## src/rtl/fifo_pkg.sv

```systemverilog
// Shared constants, pointer type and pointer-compare helpers for fifo_ctrl.
// Helpers take zero-extended pointers plus the address width so any DEPTH can use them.
package fifo_pkg;

  localparam int FIFO_DEPTH = 8;
  localparam int FIFO_AW    = 3;
  localparam int PTR_MAX    = 16;

  typedef logic [FIFO_AW:0] ptr_t;

  // Full: same slot, opposite lap (wrap bits differ).
  function automatic logic ptr_full(input logic [PTR_MAX-1:0] wr,
                                    input logic [PTR_MAX-1:0] rd,
                                    input int aw);
    logic [PTR_MAX-1:0] msk;
    msk = (PTR_MAX'(1) << aw) - PTR_MAX'(1);
    return ((wr & msk) == (rd & msk)) && (wr[aw] != rd[aw]);
  endfunction

  // Empty: same slot, same lap.
  function automatic logic ptr_empty(input logic [PTR_MAX-1:0] wr,
                                     input logic [PTR_MAX-1:0] rd);
    return wr == rd;
  endfunction

endpackage

```

## src/rtl/fifo_ctrl_if.sv

```systemverilog
// Request/enable/flag bundle between a FIFO requester and fifo_ctrl.
// Optional error flags exist only when FIFO_CTRL_ERR_EN is defined.
interface fifo_ctrl_if #(parameter int AW = 3);
  logic          wr_req;
  logic          rd_req;
  logic          wr_en;
  logic [AW-1:0] wr_addr;
  logic          rd_en;
  logic [AW-1:0] rd_addr;
  logic          rd_valid;
  logic          full;
  logic          empty;
  logic          almost_full;
  logic          almost_empty;
  logic [AW:0]   count;
`ifdef FIFO_CTRL_ERR_EN
  logic          err_clr;
  logic          overflow;
  logic          underflow;
`endif

  modport master (
    output wr_req, rd_req,
`ifdef FIFO_CTRL_ERR_EN
    output err_clr,
    input  overflow, underflow,
`endif
    input  wr_en, wr_addr, rd_en, rd_addr, rd_valid,
    input  full, empty, almost_full, almost_empty, count
  );

  modport slave (
    input  wr_req, rd_req,
`ifdef FIFO_CTRL_ERR_EN
    input  err_clr,
    output overflow, underflow,
`endif
    output wr_en, wr_addr, rd_en, rd_addr, rd_valid,
    output full, empty, almost_full, almost_empty, count
  );
endinterface

```

## src/rtl/fifo_ptr.sv

```systemverilog
// Wrap-counting FIFO pointer: W bits, MSB is the lap bit, sync active-low reset.
module fifo_ptr #(parameter int W = 4) (
  input  logic         clk,
  input  logic         rst,
  input  logic         inc,
  output logic [W-1:0] ptr
);

  // Advance by one on each accepted op; wraps modulo 2^W.
  always_ff @(posedge clk) begin
    if (!rst)     ptr <= '0;
    else if (inc) ptr <= ptr + W'(1);
  end

endmodule

```

## src/rtl/fifo_ctrl.sv

```systemverilog
// Pointer/flag controller for a single-clock FIFO with external DFF storage.
// Flags and count are decoded from the registered pointers only.
// Optional sticky overflow/underflow flags: define FIFO_CTRL_ERR_EN.
module fifo_ctrl
  import fifo_pkg::*;
#(
  parameter int DEPTH    = FIFO_DEPTH,
  parameter int AW       = FIFO_AW,
  parameter int AF_LEVEL = 6,
  parameter int AE_LEVEL = 2
) (
  input  logic        clk,
  input  logic        rst,
  fifo_ctrl_if.slave  bus
);

  if (DEPTH < 2 || (DEPTH & (DEPTH - 1)) != 0) begin : g_bad_depth
    $fatal(1, "fifo_ctrl: DEPTH must be a power of 2, >= 2");
  end
  if (AW != $clog2(DEPTH)) begin : g_bad_aw
    $fatal(1, "fifo_ctrl: AW must equal log2(DEPTH)");
  end

  logic [AW:0] wr_ptr, rd_ptr, cnt;
  logic        wr_en, rd_en, full, empty, rd_vld_q;

  assign full  = ptr_full(PTR_MAX'(wr_ptr), PTR_MAX'(rd_ptr), AW);
  assign empty = ptr_empty(PTR_MAX'(wr_ptr), PTR_MAX'(rd_ptr));
  assign wr_en = bus.wr_req & ~full;
  assign rd_en = bus.rd_req & ~empty;
  // Lap bit makes the modular difference span 0..DEPTH without ambiguity.
  assign cnt   = wr_ptr - rd_ptr;

  fifo_ptr #(.W(AW + 1)) u_wr_ptr (.clk(clk), .rst(rst), .inc(wr_en), .ptr(wr_ptr));
  fifo_ptr #(.W(AW + 1)) u_rd_ptr (.clk(clk), .rst(rst), .inc(rd_en), .ptr(rd_ptr));

  // Storage has one cycle of read latency; mark its data valid a cycle after rd_en.
  always_ff @(posedge clk) begin
    if (!rst) rd_vld_q <= 1'b0;
    else      rd_vld_q <= rd_en;
  end

  assign bus.wr_en        = wr_en;
  assign bus.rd_en        = rd_en;
  assign bus.wr_addr      = wr_ptr[AW-1:0];
  assign bus.rd_addr      = rd_ptr[AW-1:0];
  assign bus.rd_valid     = rd_vld_q;
  assign bus.full         = full;
  assign bus.empty        = empty;
  assign bus.count        = cnt;
  assign bus.almost_full  = cnt >= (AW + 1)'(AF_LEVEL);
  assign bus.almost_empty = cnt <= (AW + 1)'(AE_LEVEL);

`ifdef FIFO_CTRL_ERR_EN
  logic ovf_q, unf_q;

  // Sticky error flags; a new drop in the same cycle as err_clr keeps the flag set.
  always_ff @(posedge clk) begin
    if (!rst) begin
      ovf_q <= 1'b0;
      unf_q <= 1'b0;
    end else begin
      if (bus.wr_req & full)       ovf_q <= 1'b1;
      else if (bus.err_clr)        ovf_q <= 1'b0;
      if (bus.rd_req & empty)      unf_q <= 1'b1;
      else if (bus.err_clr)        unf_q <= 1'b0;
    end
  end

  assign bus.overflow  = ovf_q;
  assign bus.underflow = unf_q;
`endif

endmodule

```

## src/flat_wrapper.sv

```systemverilog
// flat-port wrapper written by rule: the top's interface ports become plain ports
module fifo_ctrl_flat import fifo_pkg::*;
#(
  parameter int DEPTH    = FIFO_DEPTH,
  parameter int AW       = FIFO_AW,
  parameter int AF_LEVEL = 6,
  parameter int AE_LEVEL = 2
)
  (clk, rst, bus_wr_req, bus_rd_req, bus_wr_en, bus_wr_addr, bus_rd_en, bus_rd_addr, bus_rd_valid, bus_full, bus_empty, bus_almost_full, bus_almost_empty, bus_count);
  fifo_ctrl_if #(.AW(AW)) bus_i ();
  input  logic clk;
  input  logic rst;
  input wire logic [$bits(bus_i.wr_req)-1:0] bus_wr_req;
  input wire logic [$bits(bus_i.rd_req)-1:0] bus_rd_req;
  output wire logic [$bits(bus_i.wr_en)-1:0] bus_wr_en;
  output wire logic [$bits(bus_i.wr_addr)-1:0] bus_wr_addr;
  output wire logic [$bits(bus_i.rd_en)-1:0] bus_rd_en;
  output wire logic [$bits(bus_i.rd_addr)-1:0] bus_rd_addr;
  output wire logic [$bits(bus_i.rd_valid)-1:0] bus_rd_valid;
  output wire logic [$bits(bus_i.full)-1:0] bus_full;
  output wire logic [$bits(bus_i.empty)-1:0] bus_empty;
  output wire logic [$bits(bus_i.almost_full)-1:0] bus_almost_full;
  output wire logic [$bits(bus_i.almost_empty)-1:0] bus_almost_empty;
  output wire logic [$bits(bus_i.count)-1:0] bus_count;
  assign bus_i.wr_req = bus_wr_req;
  assign bus_i.rd_req = bus_rd_req;
  assign bus_wr_en = bus_i.wr_en;
  assign bus_wr_addr = bus_i.wr_addr;
  assign bus_rd_en = bus_i.rd_en;
  assign bus_rd_addr = bus_i.rd_addr;
  assign bus_rd_valid = bus_i.rd_valid;
  assign bus_full = bus_i.full;
  assign bus_empty = bus_i.empty;
  assign bus_almost_full = bus_i.almost_full;
  assign bus_almost_empty = bus_i.almost_empty;
  assign bus_count = bus_i.count;
  fifo_ctrl #(.DEPTH(DEPTH), .AW(AW), .AF_LEVEL(AF_LEVEL), .AE_LEVEL(AE_LEVEL)) u_core (.clk(clk), .rst(rst), .bus(bus_i));
endmodule
```

## config.mk

```make
export PLATFORM = sky130hd
export DESIGN_NAME = fifo_ctrl_flat
export DESIGN_NICKNAME = d
export VERILOG_FILES = /design/src/rtl/fifo_pkg.sv /design/src/rtl/fifo_ctrl_if.sv /design/src/rtl/fifo_ptr.sv /design/src/rtl/fifo_ctrl.sv /design/src/flat_wrapper.sv
export SDC_FILE = /design/constraint.sdc
export NUM_CORES = 1
export LEC_CHECK = 0
export CORE_UTILIZATION = 25
export DETAILED_ROUTE_END_ITERATION = 8
export HOLD_SLACK_MARGIN = 0.08
export REMOVE_ABC_BUFFERS = 1
export SLEW_MARGIN = 0
export SYNTH_ARGS = -nofsm -noshare
export SYNTH_HDL_FRONTEND = slang
export SYNTH_HIERARCHICAL = 1
export SYNTH_SLANG_ARGS = --single-unit
```

## constraint.sdc

```tcl
create_clock -name clk -period 2.1 [get_ports clk]
set_input_delay 0.42 -clock clk [delete_from_list [all_inputs] [get_ports clk]]
set_output_delay 0.42 -clock clk [all_outputs]
set_load 0.03 [all_outputs]
```

; ---- After elaboration in Yosys (flattened, before gate mapping)
; Cells that the tools add are included.
[op_classes]
magnitude_cmp = 2
eq_ne = 3
add_sub_neg = 3
n_reduce_logical = 1
n_bitwise = 4
[ops]
columns = op, n
row1 = $add 4x1->4 const B, 2
row2 = $eq 4x4->1, 1
row3 = $ge 4x3->1 const B, 1
row4 = $le 4x2->1 const B, 1
row5 = $sub 4x4->4, 1
row6 = $eq 3x3->1, 1
row7 = $and 1x1->1, 2
row8 = $not 1->1, 2
row9 = $logic_and 1x1->1, 1
row10 = $ne 1x1->1, 1
[totals]
output_inout_bits = 17
reg_bits = 9

; ---- Longest topological paths before layout
; Gate-level depths: netlist of run 1.
[depth]
word_depth = 4
ltp_mapped = 7
ltp_nobuf = 7

; ---- Modules after synthesis
; The synthesis of run 1 kept the hierarchy.
[modules_own_cells]
columns = mod, area_per_inst_um2, n_inst, cells_per_inst
row1 = fifo_ptr, 176.4, 2, 16
row2 = fifo_ctrl, 221.5, 1, 26

; ---- Worst setup path after synthesis of run 1
; No wires, ideal clock.
[synth_timing]
kind = reg-to-output
startpoint = reg u_core.u_wr_ptr.ptr[0]
endpoint = out bus_almost_full
setup_slack_ns = -0.600
arrival_ns = 2.280
path_stages_with_launch = 6
path_cell_list = dfxtp_1 -> inv_1 -> ha_1 -> fa_1 -> xnor2_1 -> a22o_1
[synth_via]
elab_chain_len = 2
[synth_lines]
columns = item, line
row1 = start: declaration, fifo_ptr.sv:6  ; output logic [W-1:0] ptr
row2 = start signal: assignment, fifo_ptr.sv:12  ; else if (inc) ptr <= ptr + W'(1);
row3 = $sub 4x4->4, fifo_ctrl.sv:32  ; assign cnt = wr_ptr - rd_ptr;
row4 = net bus_count[2], flat_wrapper.sv:24  ; output wire logic [$bits(bus_i.count)-1:0] bus_count;
row5 = $ge 4x3->1, fifo_ctrl.sv:51  ; assign bus.almost_full = cnt >= (AW + 1)'(AF_LEVEL);
row6 = end: declaration, flat_wrapper.sv:22  ; output wire logic [$bits(bus_i.almost_full)-1:0] bus_almost_full;
; The timed path passes the listed nets, and every way through them passes these cells.

; ---- Worst setup path in the final report of run 1
[layout_timing]
startpoint = reg u_core.u_wr_ptr.ptr[0]
endpoint = out bus_almost_empty
[layout_via]
elab_chain_len = 2
[layout_lines]
columns = item, line
row1 = $sub 4x4->4, fifo_ctrl.sv:32
row2 = $le 4x2->1, fifo_ctrl.sv:52  ; assign bus.almost_empty = cnt <= (AW + 1)'(AE_LEVEL);
row3 = end: declaration, flat_wrapper.sv:23  ; output wire logic [$bits(bus_i.almost_empty)-1:0] bus_almost_empty;
; Every way passes these cells.

==> run metrics, run 1 <==
Worst Reg-to-Reg Cells 8; DP Area a little over 800 um2; largest net degree at the start of global routing 12; Slew @ Worst Pin 0.342 ns; peak supply drop 556 uV; Mapped Cells 58; Leak Pwr about 0.46 nW; Setup TNS -0.101 ns; gpl congestion 0.788; crit path DAT 1.75 ns; Worst Path Class, Setup reg -> out; CTS tree yes; CTS clock-pin slew for the worst setup and hold paths 0.07 ns; Routed WL 1310 um; Crit path depth 6; DRT iter0 DRCs 6; CP max stage delay 0.49 ns; Final Hold Vio Count 0; Final WS setup -0.0682 ns; Syn-to-layout area delta 65.4%; most used cell, CP inv_2; Synth Cell Area about 570 um2; Setup crit end bus_almost_empty; Fin Hold WS 0.515 ns; Worst Hold Class reg -> reg; reg2reg start u_core/u_rd_ptr/ptr[2]; IO Port Bufs 20; core area 0.00206 mm2; Tot GR Track Use 0.119; status finished, violations left; Clock Skew 0.00500 ns; TritonCTS Buffers 3; final instance area 950 um2; Mean Syn Cell Area 9.90 um2; DR vias between 500 and 600; DRT antenna net count 0; CP Launch Type flop; capturing point of the worst reg2reg path u_core/u_wr_ptr/ptr[2]; wire per inst 10.9 um; worst skew pair latency 0.26 ns; layout cells sized above 1 0.430; Worst Setup SP u_core/u_wr_ptr/ptr[0]; number of synthesized register bits 9; RSZ-0062 raised after global routing yes; Critical Path, Cell by Cell inv_2, ha_4, fa_1, inv_2, a221oi_2, buf_4; critical-path cell with the highest stage delay fa_1; H-tree Lvls 1; Max clock buf depth 2; GRT overflow 0; vias in the first global route 477; first-pass GRT wire length 2120 um; Die X roughly 50 um; Critical Path Sink Type output port; antenna violations before repair 0; fin crit share 1.03; fin crit period 2.17 ns; clk sinks 9; CP max FO 3; # diodes 0; I/O Pins 21; site row count 16; register area share after synthesis 0.314; Unique masters post-synth 25; Via density 4.48; maxcap violations 0; relative slew slack 0.772; max-slew violations 0; die area 0.00249 mm2; pwr dens 986 mW/mm2; CP top delay family adder cells; Die Y 49.9 um; Root Buffer clkbuf_4; failing checks negative setup slack; First-pass DRT Iterations 3; R2R Setup Slk 0.44 ns; fmax 461 MHz; final net count approximately 100; DP HPWL 996 um; Initial Util 0.279; drc violations 0; Synth warnings 6; Setup Viol. Count Final 2; Bufs and invs on worst path 3; CP required 1.68 ns
-- area by class of cell --
class / instances / area (um2)
clock buffer: 3 / 22.5
sequential: 9 / 188
clock inverter: 1 / 5.00
tap: 27 / 33.8
multi-input combinational: 43 / 410
inverter: 6 / 22.5
fill: 201 / 1110
timing repair buffer: 31 / 268
-- flip-flops by register name (all words and copies together), names as in the netlist --
register	count
u_core/u_rd_ptr/ptr	4
u_core/bus.rd_valid	1
u_core/u_wr_ptr/ptr	4
-- power by group --
group	switching [mW]	internal (mW)	leakage (nW)
Combinational	0.324	0.276	0.362
Sequential	0.0126	0.186	0.0753
Clock	0.0669	0.0704	0.0177
Total	0.404	0.533	0.455
-- per-layer routing --
| layer | share of wire | global-route usage |
|---|---|---|
| met5 | 0 | 0 |
| met4 | 0.021 | 0.0714 |
| met3 | 0.050 | 0.0494 |
| met2 | 0.45 | 0.173 |
| met1 | 0.48 | 0.143 |
-- cells in the mapped netlist --
cell / count / area [um2]
fa_1: 1 / 20.0
mux2i_1: 4 / 40.0
and3b_1: 1 / 8.76
a221oi_2: 1 / 15.0
and2_1: 3 / 18.8
inv_1: 6 / 22.5
xnor2_1: 1 / 8.76
nand3_2: 1 / 10.0
a21boi_0: 2 / 15.0
nand4_1: 2 / 12.5
o21a_1: 2 / 15.0
a22o_1: 1 / 8.76
or2b_1: 2 / 15.0
a21oi_1: 1 / 5.00
a21o_1: 1 / 7.51
and3b_2: 2 / 20.0
nand2_1: 2 / 7.51
dfxtp_1: 9 / 180
ha_1: 5 / 62.6
nor2_1: 1 / 3.75
nand3_1: 1 / 5.00
nor2b_1: 5 / 31.3
nand3b_1: 1 / 7.51
xor2_1: 2 / 17.5
xor2_2: 1 / 16.3
-- cell families after synthesis --
| group | synth area share |
|---|---|
| AOI/OAI and AO/OA | 0.115 |
| xor gates and xnor gates | 0.0741 |
| adders and majority gates | 0.144 |
| buffers and inverters | 0.0392 |
| DFF | 0.314 |
| muxes | 0.0697 |
| and+or+nand+nor | 0.244 |
-- placed cells by master, fill, tap and decap left out, drive strengths merged --
cell,instances
buf,20
clkdlybuf4s50,11
dfxtp,9
inv,6
nor2b,5
ha,5
mux2i,4
clkbuf,3
and2,3
xor2,3
and3b,3
a21boi,2
o21a,2
or2b,2
nand2,2
nand4,2
nand3,2
clkinv,1
nand3b,1
a21oi,1
a21o,1
xnor2,1
nor2,1
a221oi,1
a22o,1
fa,1
-- tightest hold or removal path: stages (launching register included) --
cell	delay, ns
dfxtp_1	0.34
nand2_1	0.07
mux2i_1	0.06
-- worst min-delay path by stage --
stage,startpoint,endpoint,slack (ns),cells past startpoint
6_report,u_core/u_wr_ptr/ptr[3],u_core/u_wr_ptr/ptr[3],0.51,2
5_1_grt,u_core/u_rd_ptr/ptr[3],u_core/u_rd_ptr/ptr[3],0.56,2
4_1_cts,u_core/u_wr_ptr/ptr[3],u_core/u_wr_ptr/ptr[3],0.52,2
3_5_place_dp,u_core/u_wr_ptr/ptr[3],u_core/u_wr_ptr/ptr[3],0.51,2
3_3_place_gp,u_core/u_wr_ptr/ptr[3],u_core/u_wr_ptr/ptr[3],0.49,2
2_1_floorplan,u_core/u_wr_ptr/ptr[3],u_core/u_wr_ptr/ptr[3],0.48,2
-- repair_timing --
item | in CTS | in global routing
resized for setup | 13 | 3
setup buffers | 2 | 3
hold buffers | 0 | 0
gates cloned | 0 | 0
setup endpoints to repair | 6 | 6
pin swaps | 1 | 0
-- stage by stage --
stage | util | total power, mW | std cells | worst slack (ns)
3_3_place_gp | 0.403 | 0.716 | 111 | 0.125
5_1_grt | 0.461 | 0.995 | 120 | -0.144
6_report | 0.461 | 0.937 | 120 | -0.0682
4_1_cts | 0.447 | 0.928 | 117 | -0.0812
2_1_floorplan | - | 0.524 | 58 | -0.600
3_5_place_dp | 0.403 | 0.724 | 111 | 0.0920
Power figures use the tool's default switching activity.
==> inputs of run 2 (changes only) <==
Settings changed: CTS_CLUSTER_SIZE set to 16, SYNTH_HIERARCHICAL 1 to unset.
Clock period 2.1 ns to 2.54 ns, I/O delays scaled along.
==> run 2 against run 1 <==
Net effect: the run now ends clean; combinational power fell by 40%; die area rose by 16%; clock skew fell by 0.0044 ns; synthesized area rose by 17%; via count rose by 7.3%; critical path depth fell by 1; synthesized cell count rose by 34%; sequential share of layout area rose by 0.099 points; power fell by 32%; register-to-register slack improved by 0.44 ns; flip-flop and latch count did not move; non-clock buffer count fell by 6; largest power group unchanged; highest routed layer unchanged.
==> run metrics, run 2 <==
Clock Skew 0.000582 ns (-0.00441 ns); Synth area leaders dfxtp_1, mux2i_1, ha_1, nand2_1, buf_4; Die X 53.8 um (+7.7%); critical-path cell with the highest stage delay clkdlybuf4s15_1; antenna violations before repair 0 (unchanged); Slew @ Worst Pin 0.545 ns (+0.204 ns); Synth Area in Compound Gates 0.118 (+0.00207); Mean Syn Cell Area 8.60 um2 (-13%); number of synthesized register bits 9 (unchanged); Critical Path Sink Type output port; Critical Path, Cell by Cell inv_1, ha_1, fa_1, xnor2_1, clkdlybuf4s15_1; count leader, synth nand2_1; maxcap violations 0 (unchanged); largest net degree at the start of global routing 18 (+6); # fillers 256 (+27%); area share of fa/ha/maj cells after synthesis 0.123 (-0.0207); vias in the first global route 544 (+14%); die area 0.00289 mm2 (+16%); final net count 110 (+5.8%); CTS clock-pin slew for the worst setup and hold paths 0.07 ns (about the same); CP max FO 3 (unchanged); gpl congestion 0.778 (-1.4%); CP Launch Type flop; crit path DAT 1.94 ns (+0.19 ns); wire per inst 10.4 um (-4.4%); Final Non-Filler Cells 129 (+7.5%); # diodes 0 (unchanged); Syn-to-layout area delta 35.3%; Fin Hold WS 0.532 ns (+0.0176 ns); CP required 2.03 ns (+0.35 ns); Mapped Cells 78 (+34%); clk sinks 9 (unchanged); Root Buffer clkbuf_4; peak supply drop 407 uV (-27%); register area share after synthesis 0.269 (-0.0451); RSZ-0062 raised after global routing no; first-pass GRT wire length 2280 um (+7.8%); DRT iter0 DRCs 2 (-4); Via density 4.47 (-0.22%); simple-gate share of the synthesized area 0.207 (-0.0369); drc violations 0 (unchanged); Worst Hold Class reg -> reg; CTS tree yes; mux share of post-synthesis cell area 0.119 (+0.0497); pwr dens 701 mW/mm2 (-29%); Worst Path Class, Setup reg -> out; Placed Cells 125 (+13%); I/O Pins 21 (unchanged); asr flop ratio synth 0 (unchanged); main combinational cell family by area after synthesis simple AND/OR/NAND/NOR gates; Tot GR Track Use 0.114 (-0.00464); TritonCTS Buffers 3 (unchanged); largest area contributor in the netlist dfxtp_1; fin crit period 2.45 ns; Unique masters post-synth 24 (-4.0%); DR vias 576 (+7.3%); setup bufs post-CTS 0 (-2); Synth Cell Area 671 um2 (+17%); fmax 408 MHz; Post-CTS Hold Buffers 0 (unchanged); fin crit share 0.965; GRT overflow 0 (unchanged); XOR/XNOR share of the synthesized area 0.0504 (-0.0237); CP max stage delay 0.42 ns (-0.07 ns); Tot Pwr 636 uW (-32%); DRT antenna net count 0 (unchanged); Max clock buf depth 2 (unchanged); DP Area 882 um2 (+6.2%); Initial Util 0.268 (-0.0103); layout cells sized above 1 0.182 (-0.248); max-slew violations 0 (unchanged); PostCTS Resize Cnt 3 (-10); Yosys top cell area share 0.269 (-0.0451); number of synthesized flops with an enable pin 0 (unchanged); worst skew pair latency 0.27 ns (about the same); Die Y 53.8 um (+7.7%); Setup TNS 0 ns (+0.101 ns); Setup Viol. Count Final 0 (-2); IO Port Bufs 20 (unchanged); site row count 18 (+2); DP HPWL 1040 um (+4.3%); Routed WL 1350 um (+2.7%); First-pass DRT Iterations 3 (unchanged); H-tree Lvls 1 (unchanged); commonest non-fill, non-tap cells in the layout nand2_1, clkdlybuf4s50_1, buf_4, dfxtp_1, mux2i_1; relative slew slack 0.635 (-0.136); final instance area 907 um2 (-4.5%); core area 0.00250 mm2 (+21%); ys flop type dfxtp_1; most common cell after layout, fill and taps aside nand2_1; Leak Pwr 0.419 nW (-8.1%); Final Hold Vio Count 0 (unchanged); Synth warnings 0 (-6); commonest cells in the netlist nand2_1, dfxtp_1, mux2i_1; status finished, final reports clean
run 2: power breakdown:
part	internal [mW]	total, mW	switching (mW)
clock network	0.0608	0.118	0.0572
registers	0.152	0.160	0.00807
logic	0.140	0.359	0.219
run 2: cell families (layout without fill, tap and decap cells):
family	count (synthesis)	after routing
AOI/OAI and AO/OA	10	10
xor gates and xnor gates	3	3
adders and majority gates	6	6
buffers and inverters	14	35
DFF	9	9
muxes	8	8
and+or+nand+nor	28	28
run 2: worst paths after layout:
kind	start	end	slack, ns	depth (start not counted)
setup / recovery	u_core.u_wr_ptr.ptr[0]	bus_count[2]	0.09	5
hold / removal	u_core.u_wr_ptr.ptr[3]	u_core.u_wr_ptr.ptr[3]	0.53	2
setup reg to reg	u_core.u_rd_ptr.ptr[1]	u_core.u_rd_ptr.ptr[1]	0.88	5
hold reg to reg	u_core.u_wr_ptr.ptr[3]	u_core.u_wr_ptr.ptr[3]	0.53	2
run 2: area by class of cell:
class                      instances  area, um2  area share
clock buffer                       4       26.3      0.0290
tap                               30       37.5      0.0414
timing repair buffer              25        226       0.250
inverter                           6       22.5      0.0248
sequential                         9        180       0.199
multi-input combinational         55        414       0.457
run 2: metal layers:
metal / vias to the layer above / wire length (um) / GRT usage
met5: - / 0 / 0
met4: 0 / 52 / 0.118
met3: 4 / 62 / 0.0226
met2: 14 / 642 / 0.181
met1: 262 / 588 / 0.121
li1: 296 / - / -
run 2: through the flow:
step	util	worst slack (ns)
after floorplan	-	-0.242
final	0.363	0.0900
after global placement	0.353	0.0712
after global routing	0.363	0.00137
after CTS	0.362	0.0276
after detailed placement	0.353	0.0497
run 2: worst max-delay path: cells and delay by family (launching register included):
family                     cells  cell delay (ns)
xor gates and xnor gates       1             0.29
adders and majority gates      2             0.58
DFF                            1             0.33
buffers and inverters          2             0.48
